### config.mk
export PLATFORM = sky130hd
export DESIGN_NAME = uart_rx_fifo
export DESIGN_NICKNAME = d
export VERILOG_FILES = /design/src/rtl/uart_rx_fifo.sv
export SDC_FILE = /design/constraint.sdc
export NUM_CORES = 1
export LEC_CHECK = 0
export CORE_AREA = 2 2 107 109
export DETAILED_ROUTE_END_ITERATION = 16
export DIE_AREA = 0 0 109 111
export PLACE_DENSITY = 0.78
export SYNTH_ARGS = -nofsm -noshare
export SYNTH_HDL_FRONTEND = slang
export SYNTH_SLANG_ARGS = --single-unit
### constraint.sdc
create_clock -name i_clk -period 3.7 [get_ports i_clk]
set_clock_uncertainty 0.15 [all_clocks]
set_input_delay 0.74 -clock i_clk [delete_from_list [all_inputs] [get_ports i_clk]]
set_output_delay 0.74 -clock i_clk [all_outputs]
set_load 0.05 [all_outputs]
### src/rtl/uart_rx_fifo.sv
// Receive-side byte FIFO (first-word-fall-through) with RTS hysteresis and sticky overflow.
// Optional per-drop counter enabled by defining UART_RX_FIFO_OVF_COUNT_EN.
module uart_rx_fifo #(
  parameter int DataSize     = 8,
  parameter int AddrWidth    = 4,
  parameter int RtsHighWater = 12,
  parameter int RtsLowWater  = 4
) (
  input  logic                 i_clk,
  input  logic                 i_rst,
  input  logic [DataSize-1:0]  i_wr_data,
  input  logic                 i_wr_valid,
  output logic [DataSize-1:0]  o_rd_data,
  output logic                 o_rd_data_valid,
  input  logic                 i_rd_data_ready,
  output logic [AddrWidth:0]   o_count,
  output logic                 o_full,
  output logic                 o_empty,
  output logic                 o_rts_n,
  output logic                 o_overflow,
  output logic [7:0]           o_overflow_count
);

  localparam int Depth = 1 << AddrWidth;
  localparam logic [AddrWidth:0]   DepthLvl = (AddrWidth + 1)'(Depth);
  localparam logic [AddrWidth:0]   HighLvl  = (AddrWidth + 1)'(RtsHighWater);
  localparam logic [AddrWidth:0]   LowLvl   = (AddrWidth + 1)'(RtsLowWater);
  localparam logic [AddrWidth:0]   OneLvl   = (AddrWidth + 1)'(1);
  localparam logic [AddrWidth:0]   ZeroLvl  = (AddrWidth + 1)'(0);
  localparam logic [AddrWidth-1:0] OnePtr   = AddrWidth'(1);
  localparam logic [AddrWidth-1:0] ZeroPtr  = AddrWidth'(0);

  typedef enum logic {
    RTS_GO   = 1'b0,
    RTS_STOP = 1'b1
  } rts_state_e;

  logic [DataSize-1:0]  mem_q [Depth];
  logic [AddrWidth-1:0] wr_ptr_q, wr_ptr_d;
  logic [AddrWidth-1:0] rd_ptr_q, rd_ptr_d;
  logic [AddrWidth:0]   count_q, count_d;
  logic                 overflow_q, overflow_d;
  rts_state_e           rts_q, rts_d;

  logic rd_fire_s;
  logic wr_acc_s;
  logic drop_s;
  logic full_s;
  logic empty_s;

  // Handshake decode, pointer advance and fill-level update
  always_comb begin
    empty_s   = (count_q == ZeroLvl);
    full_s    = (count_q == DepthLvl);
    rd_fire_s = !empty_s && i_rd_data_ready;
    // A read in the same cycle frees the slot, so a full FIFO can still accept
    wr_acc_s  = i_wr_valid && (!full_s || rd_fire_s);
    drop_s    = i_wr_valid && !wr_acc_s;

    wr_ptr_d   = wr_ptr_q;
    rd_ptr_d   = rd_ptr_q;
    count_d    = count_q;
    overflow_d = overflow_q | drop_s;

    if (wr_acc_s) begin
      wr_ptr_d = wr_ptr_q + OnePtr;
    end else begin
      wr_ptr_d = wr_ptr_q;
    end

    if (rd_fire_s) begin
      rd_ptr_d = rd_ptr_q + OnePtr;
    end else begin
      rd_ptr_d = rd_ptr_q;
    end

    case ({wr_acc_s, rd_fire_s})
      2'b10:   count_d = count_q + OneLvl;
      2'b01:   count_d = count_q - OneLvl;
      default: count_d = count_q;
    endcase
  end

  // RTS hysteresis: decided on the upcoming fill level so it moves with o_count
  always_comb begin
    rts_d = rts_q;
    case (rts_q)
      RTS_GO: begin
        if (count_d >= HighLvl) begin
          rts_d = RTS_STOP;
        end else begin
          rts_d = RTS_GO;
        end
      end
      RTS_STOP: begin
        if (count_d <= LowLvl) begin
          rts_d = RTS_GO;
        end else begin
          rts_d = RTS_STOP;
        end
      end
      default: rts_d = RTS_GO;
    endcase
  end

  // Control state registers
  always_ff @(posedge i_clk) begin
    if (i_rst) begin
      wr_ptr_q   <= ZeroPtr;
      rd_ptr_q   <= ZeroPtr;
      count_q    <= ZeroLvl;
      overflow_q <= 1'b0;
      rts_q      <= RTS_GO;
    end else begin
      wr_ptr_q   <= wr_ptr_d;
      rd_ptr_q   <= rd_ptr_d;
      count_q    <= count_d;
      overflow_q <= overflow_d;
      rts_q      <= rts_d;
    end
  end

  // Storage array; contents are meaningless after reset so it has no reset branch
  always_ff @(posedge i_clk) begin
    if (!i_rst && wr_acc_s) begin
      mem_q[wr_ptr_q] <= i_wr_data;
    end
  end

`ifdef UART_RX_FIFO_OVF_COUNT_EN
  logic [7:0] ovf_cnt_q, ovf_cnt_d;

  // Saturating dropped-byte counter
  always_comb begin
    ovf_cnt_d = ovf_cnt_q;
    if (drop_s && (ovf_cnt_q != 8'hFF)) begin
      ovf_cnt_d = ovf_cnt_q + 8'd1;
    end else begin
      ovf_cnt_d = ovf_cnt_q;
    end
  end

  // Dropped-byte counter register
  always_ff @(posedge i_clk) begin
    if (i_rst) begin
      ovf_cnt_q <= 8'h00;
    end else begin
      ovf_cnt_q <= ovf_cnt_d;
    end
  end

  assign o_overflow_count = ovf_cnt_q;
`else
  assign o_overflow_count = 8'h00;
`endif

  assign o_rd_data       = mem_q[rd_ptr_q];
  assign o_rd_data_valid = !empty_s;
  assign o_count         = count_q;
  assign o_full          = full_s;
  assign o_empty         = empty_s;
  assign o_rts_n         = (rts_q == RTS_STOP);
  assign o_overflow      = overflow_q;

endmodule

==> run metrics, run 1 <==
Worst Path Required=around 2.8 ns; min cycle time layout=3.258 ns; I/O Buffers=29; clock sinks=around 150; Routed WL per cell=roughly 22 µm; clock root buffer=clkbuf_16; Top Ports=38; clock buffer count from CTS=17; Peak Freq=0.3069 GHz; Clk pwr share=around a third; Setup CP Type=reg -> out; P_int=approximately 3.6 mW; # diodes=0; area grow syn2layout=18.91%; First-pass DRT Iterations=5; TritonCTS clock tree=built; Die Span Y=111 µm; # resized after CTS=0; critical path peak fanout=7; pwr dens=between 700 and 800 nW/µm²; register area share after synthesis=a little under three quarters; first-pass GRT wire length=around 18000 µm; Post-CTS Setup Repair Bufs=0; Fin Hold WS=about 0.33 ns; via count=3011; Psw=between 1 and 1.5 mW; layout cells sized above 1=27.01%; Worst Hold Class=reg -> reg; period utilisation layout=between 80% and 90%; fin. max-slew vios=0; number of global-route vias before repair=3147; # hold bufs at CTS=0; synthesized cell area=around 5900 µm²; grt ovf=0; Die Wd=about 110 µm; Peak VDD IR=roughly 0.47 mV; slew margin rel.=between 50% and 60%; largest net degree at the start of global routing=33; DRT antenna net count=0; DP Wirelength=between 7000 and 8000 µm; clk buf depth=2; Via density=around 5.7; # rows=39; Final Setup Violations=0; crit start category=flop; Worst-Skew Late Latency=just over 0.4 ns; Starting DRT DRC Count=about 270; max_cap viols=0; Seq cells post-synth=about 150; final wirelength=11380 µm; Post-layout nets=about 390; Critical Path AT=about 2.4 ns; Setup TNS=0 ns; htree depth=4; filler instances=740; sequential power share=between 30% and 40%; GPL Wtd Cong=roughly 0.82; combinational share of power=between 20% and 30%; Synth Instances=around 320; All-Layer GR Usage=roughly a fifth; initial antenna violation count=0; Synth cell types=46; total die area=between 10000 and 15000 µm²; Sw Share=between 20 and 30%; Static Leakage=roughly 2.3 nW; Starting Density=53.64%; DRC=0; CP Capture Type=primary output; worst slew pin tran=between 0.6 and 0.7 ns; CTS clk-pin slew, worst paths=0.06 ns; core area=11080 µm²; Mean Syn Cell Area=about 19 µm²; final core area utilization=between 60% and 70%; Fin. Hold Viols=0; status=finished, final reports clean; Yosys warning count=0; RSZ-0062 raised after global routing=no
-- per-stage QoR --
stage               cells  area (µm²)  worst slack [ns]  power [mW]
floorplan             325        5968            0.5348       2.951
global placement      497        6469            0.3245       3.281
detailed placement    497        6469            0.2214       3.303
CTS                   528        7066            0.4308       5.031
global route          528        7066            0.3527       5.192
finish                528        7066            0.4417       4.998
-- layout by cell type, fill, tap and decap left out, types with 3 or more instances in the layout --
| master | n |
|---|---|
| dfxtp_1 | 18 |
| nor3_1 | 5 |
| edfxtp_1 | 128 |
| xor2_1 | 4 |
| xnor2_1 | 4 |
| nand2_1 | 11 |
| inv_1 | 8 |
| clkdlybuf4s50_1 | 21 |
| mux4_2 | 40 |
| conb_1 | 8 |
| bufinv_16 | 4 |
| nand3_1 | 3 |
| clkbuf_16 | 17 |
| nor2_1 | 29 |
| nand2b_1 | 3 |
| clkinv_1 | 3 |
| clkinvlp_4 | 3 |
| ha_1 | 8 |
| buf_4 | 27 |
| a21oi_1 | 4 |
| clkinv_2 | 3 |
-- worst max-delay path, stage by stage, from the launching register on --
cell and delay [ns]:
dfxtp_1 0.39, nor4_2 0.47, nand2b_2 0.19, clkinv_2 0.11, clkdlybuf4s50_1 0.80
-- synthesized netlist by cell type (all sizes together) --
cell / count / area [µm²]
a311o: 1 / 10.01
nor2: 29 / 108.9
and2b: 1 / 7.510
xor2: 4 / 35.03
or3: 2 / 13.77
o211ai: 2 / 15.01
and2: 2 / 13.77
nand3: 3 / 15.01
mux2i: 2 / 20.02
clkinv: 1 / 5.000
a21oi: 4 / 20.02
nor3: 5 / 25.02
mux2: 1 / 15.01
dfxtp: 19 / 380.4
nor4: 2 / 18.77
nand4: 1 / 6.260
ha: 8 / 100.1
nand2b: 4 / 27.53
clkbuf: 6 / 22.52
a21o: 2 / 16.27
edfxtp: 128 / 3844
conb: 1 / 3.750
xnor2: 4 / 35.03
or4: 1 / 7.510
a2111oi: 1 / 8.760
o22ai: 1 / 20.02
fa: 1 / 20.02
inv: 8 / 30.03
a211oi: 1 / 7.510
nand2: 11 / 41.29
a31o: 1 / 8.760
a31oi: 1 / 6.260
o21a: 1 / 7.510
o21ai: 2 / 10.01
mux4: 40 / 900.9
buf: 14 / 90.08
and3: 1 / 6.260
a22o: 2 / 18.77
-- state kept, by name (all words and copies together) (netlist names), named ones only --
| register | cells |
|---|---|
| mem_q | 128 |
| o_count | 5 |
| o_overflow | 1 |
| o_rts_n | 1 |
| rd_ptr_q | 4 |
| wr_ptr_q | 4 |
-- area by class of cell --
cell class,instances,area [µm²],area share [%]
repair buffers,49,432.9,6.127
clock inverters,12,163.9,2.320
well taps,143,178.9,2.532
flip-flops and latches,147,4225,59.80
inverters,9,35.03,0.4958
multi-input cells,149,1597,22.60
clock buffers,19,432.9,6.127
-- worst paths after layout --
check	cells past startpoint	to	start	slack, ns
hold / removal	2	o_overflow	o_overflow	0.33
setup / recovery	4	o_empty	o_count[1]	0.44
setup reg to reg	11	o_rts_n	o_count[1]	0.67
hold reg to reg	2	o_overflow	o_overflow	0.33
-- layer usage --
layer	up-vias	share of wire, %	track usage [%]
li1	1355	-	-
met1	1534	40	28.24
met2	101	52	32.96
met3	21	5.6	6.114
met4	0	1.8	7.607
met5	-	0	0
-- cells by family (layout without fill, tap and decap cells) --
logic type | after synthesis | in the layout | share of synthesized area [%]
other | 1 | 8 | 0.06311
buffers and inverters | 29 | 89 | 2.485
AOI/OAI and AO/OA | 19 | 19 | 2.506
DFF | 147 | 147 | 71.09
xor gates and xnor gates | 8 | 8 | 1.179
and+or+nand+nor | 62 | 62 | 4.907
muxes | 43 | 43 | 15.75
adders and majority gates | 9 | 9 | 2.022
-- power groups by stage --
stage                     combinational, mW  sequential [mW]  clock, mW
after floorplan                       0.924             2.03          0
after global placement                 1.32             1.96          0
after detailed placement               1.34             1.96          0
after CTS                              1.35             1.93       1.75
after global routing                   1.42             1.94       1.83
final                                  1.34             1.93       1.73
Power figures use the tool's default switching activity.
==> inputs of run 2 (changes only) <==
--- a/config.mk
+++ b/config.mk
@@ -8,6 +8,7 @@
 export CORE_AREA = 2 2 107 109
 export DETAILED_ROUTE_END_ITERATION = 16
 export DIE_AREA = 0 0 109 111
+export HOLD_SLACK_MARGIN = 0.03
 export PLACE_DENSITY = 0.78
 export SYNTH_ARGS = -nofsm -noshare
 export SYNTH_HDL_FRONTEND = slang
==> results of run 2 <==
Same layout as run 1: the final DEF is identical, and so are final timing and power.
==> inputs of run 3 (changes only) <==
==> config.mk (replaced) <==
export PLATFORM = sky130hd
export DESIGN_NAME = uart_rx_fifo
export DESIGN_NICKNAME = d
export VERILOG_FILES = /design/src/rtl/uart_rx_fifo.sv
export SDC_FILE = /design/constraint.sdc
export NUM_CORES = 1
export LEC_CHECK = 0
export CORE_AREA = 2 2 122 95
export DETAILED_ROUTE_END_ITERATION = 16
export DIE_AREA = 0 0 124 97
export HOLD_SLACK_MARGIN = 0.03
export PLACE_DENSITY = 0.79
export SYNTH_ARGS = -nofsm -noshare
export SYNTH_HDL_FRONTEND = slang
export SYNTH_SLANG_ARGS = --single-unit
==> run 3 against run 2 <==
Global-route usage increased by 1.3 points. Largest power group unchanged. Routed wire length rose by 9.7%. Via count increased by 4.2%. First-iteration DRC count rose by 38%. Non-clock buffer count is 1 higher. Maximum frequency is 4.6% lower.
==> run metrics, run 3 (synthesis gave the netlist of run 1 again) <==
initial antenna violation count=1 (+1); P_int=3.444 mW (-3.0%); Post-CTS Setup Repair Bufs=0 (unchanged); Static Leakage=2.344 nW (-0.18%); most used cell, CP=mux4_2; Clk pwr share=34.0% (-0.7 points); I/O Buffers=29 (unchanged); Critical Path AT=2.52 ns (+0.15 ns); total die area=12030 µm² (-0.59%); core area=10740 µm² (-3.1%); worst-path cell chain=buf_12, mux4_2, mux4_2, buf_4; Largest register FFs=128 (unchanged); largest net degree at the start of global routing=33 (unchanged); Top reg by flops=mem_q; Routed WL per cell=23.67 µm (+9.9%); Worst-Skew Late Latency=0.42 ns (about the same); period utilisation layout=92.27% (+4.2 points); TritonCTS clock tree=built; Via density=5.954 (+4.4%); Reg area=4225 µm² (unchanged); most frequent cells in the layout=128 x edfxtp_1, 40 x mux4_2, 29 x nor2_1; Die Wd=124 µm (+14%); clk buf depth=2 (unchanged); Peak Freq=0.2929 GHz (-4.6%); Worst path max stage delay=0.56 ns (-0.24 ns); combinational share of power=26.7% (about the same); Fin. Hold Viols=0 (unchanged); CP Capture Type=primary output; GPL Wtd Cong=0.8314 (+1.2%); CP max-delay cell=dfxtp_2; DP Area=6472 µm² (about the same); Sw Share=30.78% (+1.8 points); worst path setup slack after routing=0.2862 ns (-0.1555 ns); clock sinks=147 (unchanged); area grow syn2layout=18.76%; RSZ-0062 raised after global routing=no; Setup TNS=0 ns (unchanged); CTS clk-pin slew, worst paths=0.06 ns (about the same); # diodes=0 (unchanged); Starting DRT DRC Count=367 (+38%); Pwr Total=4.976 mW (-0.46%); min cycle time layout=3.414 ns (+0.1555 ns); number of global-route vias before repair=3231 (+2.7%); Psw=1.531 mW (+5.8%); Final Setup Violations=0 (unchanged); Setup CP Type=reg -> out; first-pass GRT wire length=18820 µm (+4.4%); Peak VDD IR=0.3545 mV (-24%); All-Layer GR Usage=22.40% (+1.3 points); Worst Path Required=2.81 ns (about the same); clock root buffer=clkbuf_16; Worst Hold Class=reg -> reg; most common cell after layout, fill and taps aside=edfxtp_1; DRT antenna net count=0 (unchanged); # rows=33 (-15%); Multi-input gate area=1597 µm² (unchanged); Die Span Y=97 µm (-13%); crit start category=flop; First-pass DRT Iterations=5 (unchanged); htree depth=4 (unchanged); DP Wirelength=7497 µm (+1.4%); clock buffer count from CTS=17 (unchanged); fin. max-slew vios=0 (unchanged); Post-layout nets=395 (+0.25%); pre-CTS setup slack=0.1799 ns (-0.04151 ns); via count=3138 (+4.2%); critical path peak fanout=24 (+17); final wirelength=12480 µm (+9.7%); Finished Cell Area=7057 µm² (-0.12%); DRC=0 (unchanged); Starting Density=55.35% (+1.7 points); # resized after CTS=0 (unchanged); status=finished, final reports clean; max_cap viols=0 (unchanged); worst path bufs/invs=2 (unchanged); sequential power share=39.3% (+0.7 points); Top delay family on crit path=multiplexers; slew margin rel.=57.11% (-0.42 points); grt ovf=0 (unchanged); filler instances=714 (-3.5%); layout cells sized above 1=28.17% (+1.2 points); # hold bufs at CTS=0 (unchanged); Fin Hold WS=0.3491 ns (+0.01867 ns); Top Ports=38 (unchanged); worst slew pin tran=0.6425 ns (+0.006274 ns); pwr dens=705.1 nW/µm² (-0.33%)
-- run 3: metrics by stage --
step	utilization [%]	instances
2_1_floorplan	-	325
3_3_place_gp	60.29	495
3_5_place_dp	60.29	495
4_1_cts	65.73	527
5_1_grt	65.73	527
6_report	65.73	527
-- run 3: area by class of cell --
class                           count  share of cell area [%]
Clock buffer                       19                   6.135
Clock inverter                     13                   2.145
Inverter                            9                  0.4965
Multi-Input combinational cell    149                   22.62
Sequential cell                   147                   59.88
Tap cell                          140                   2.482
Timing Repair Buffer               50                   6.241
-- run 3: per-layer routing --
metal | share of wire, % | GRT usage, % | vias up
met5 | 0.10 | 0 | -
met2 | 50 | 34.02 | 139
met4 | 2.1 | 8.989 | 2
met3 | 7.3 | 6.073 | 30
li1 | - | - | 1358
met1 | 41 | 30.97 | 1609
-- run 3: final timing paths --
check	slack [ns]	endpoint	cells past startpoint	startpoint
hold / removal	0.35	o_overflow	2	o_overflow
setup / recovery	0.29	o_rd_data[6]	4	flop
hold reg to reg	0.35	o_overflow	2	o_overflow
setup reg to reg	0.65	o_rts_n	11	o_count[0]
-- run 3: worst min-delay path, stage by stage, from the launching register on --
cell	delay (ns)
dfxtp_1	0.34
a21oi_1	0.05
nor2_1	0.07
-- run 3: power by group through the flow --
| stage | Combinational [mW] | Sequential [mW] | Clock, mW |
|---|---|---|---|
| CTS | 1.34 | 1.96 | 1.71 |
| floorplan | 0.924 | 2.03 | 0 |
| finish | 1.33 | 1.96 | 1.69 |
| detailed placement | 1.32 | 1.99 | 0 |
| global route | 1.41 | 1.97 | 1.77 |
| global placement | 1.30 | 1.99 | 0 |
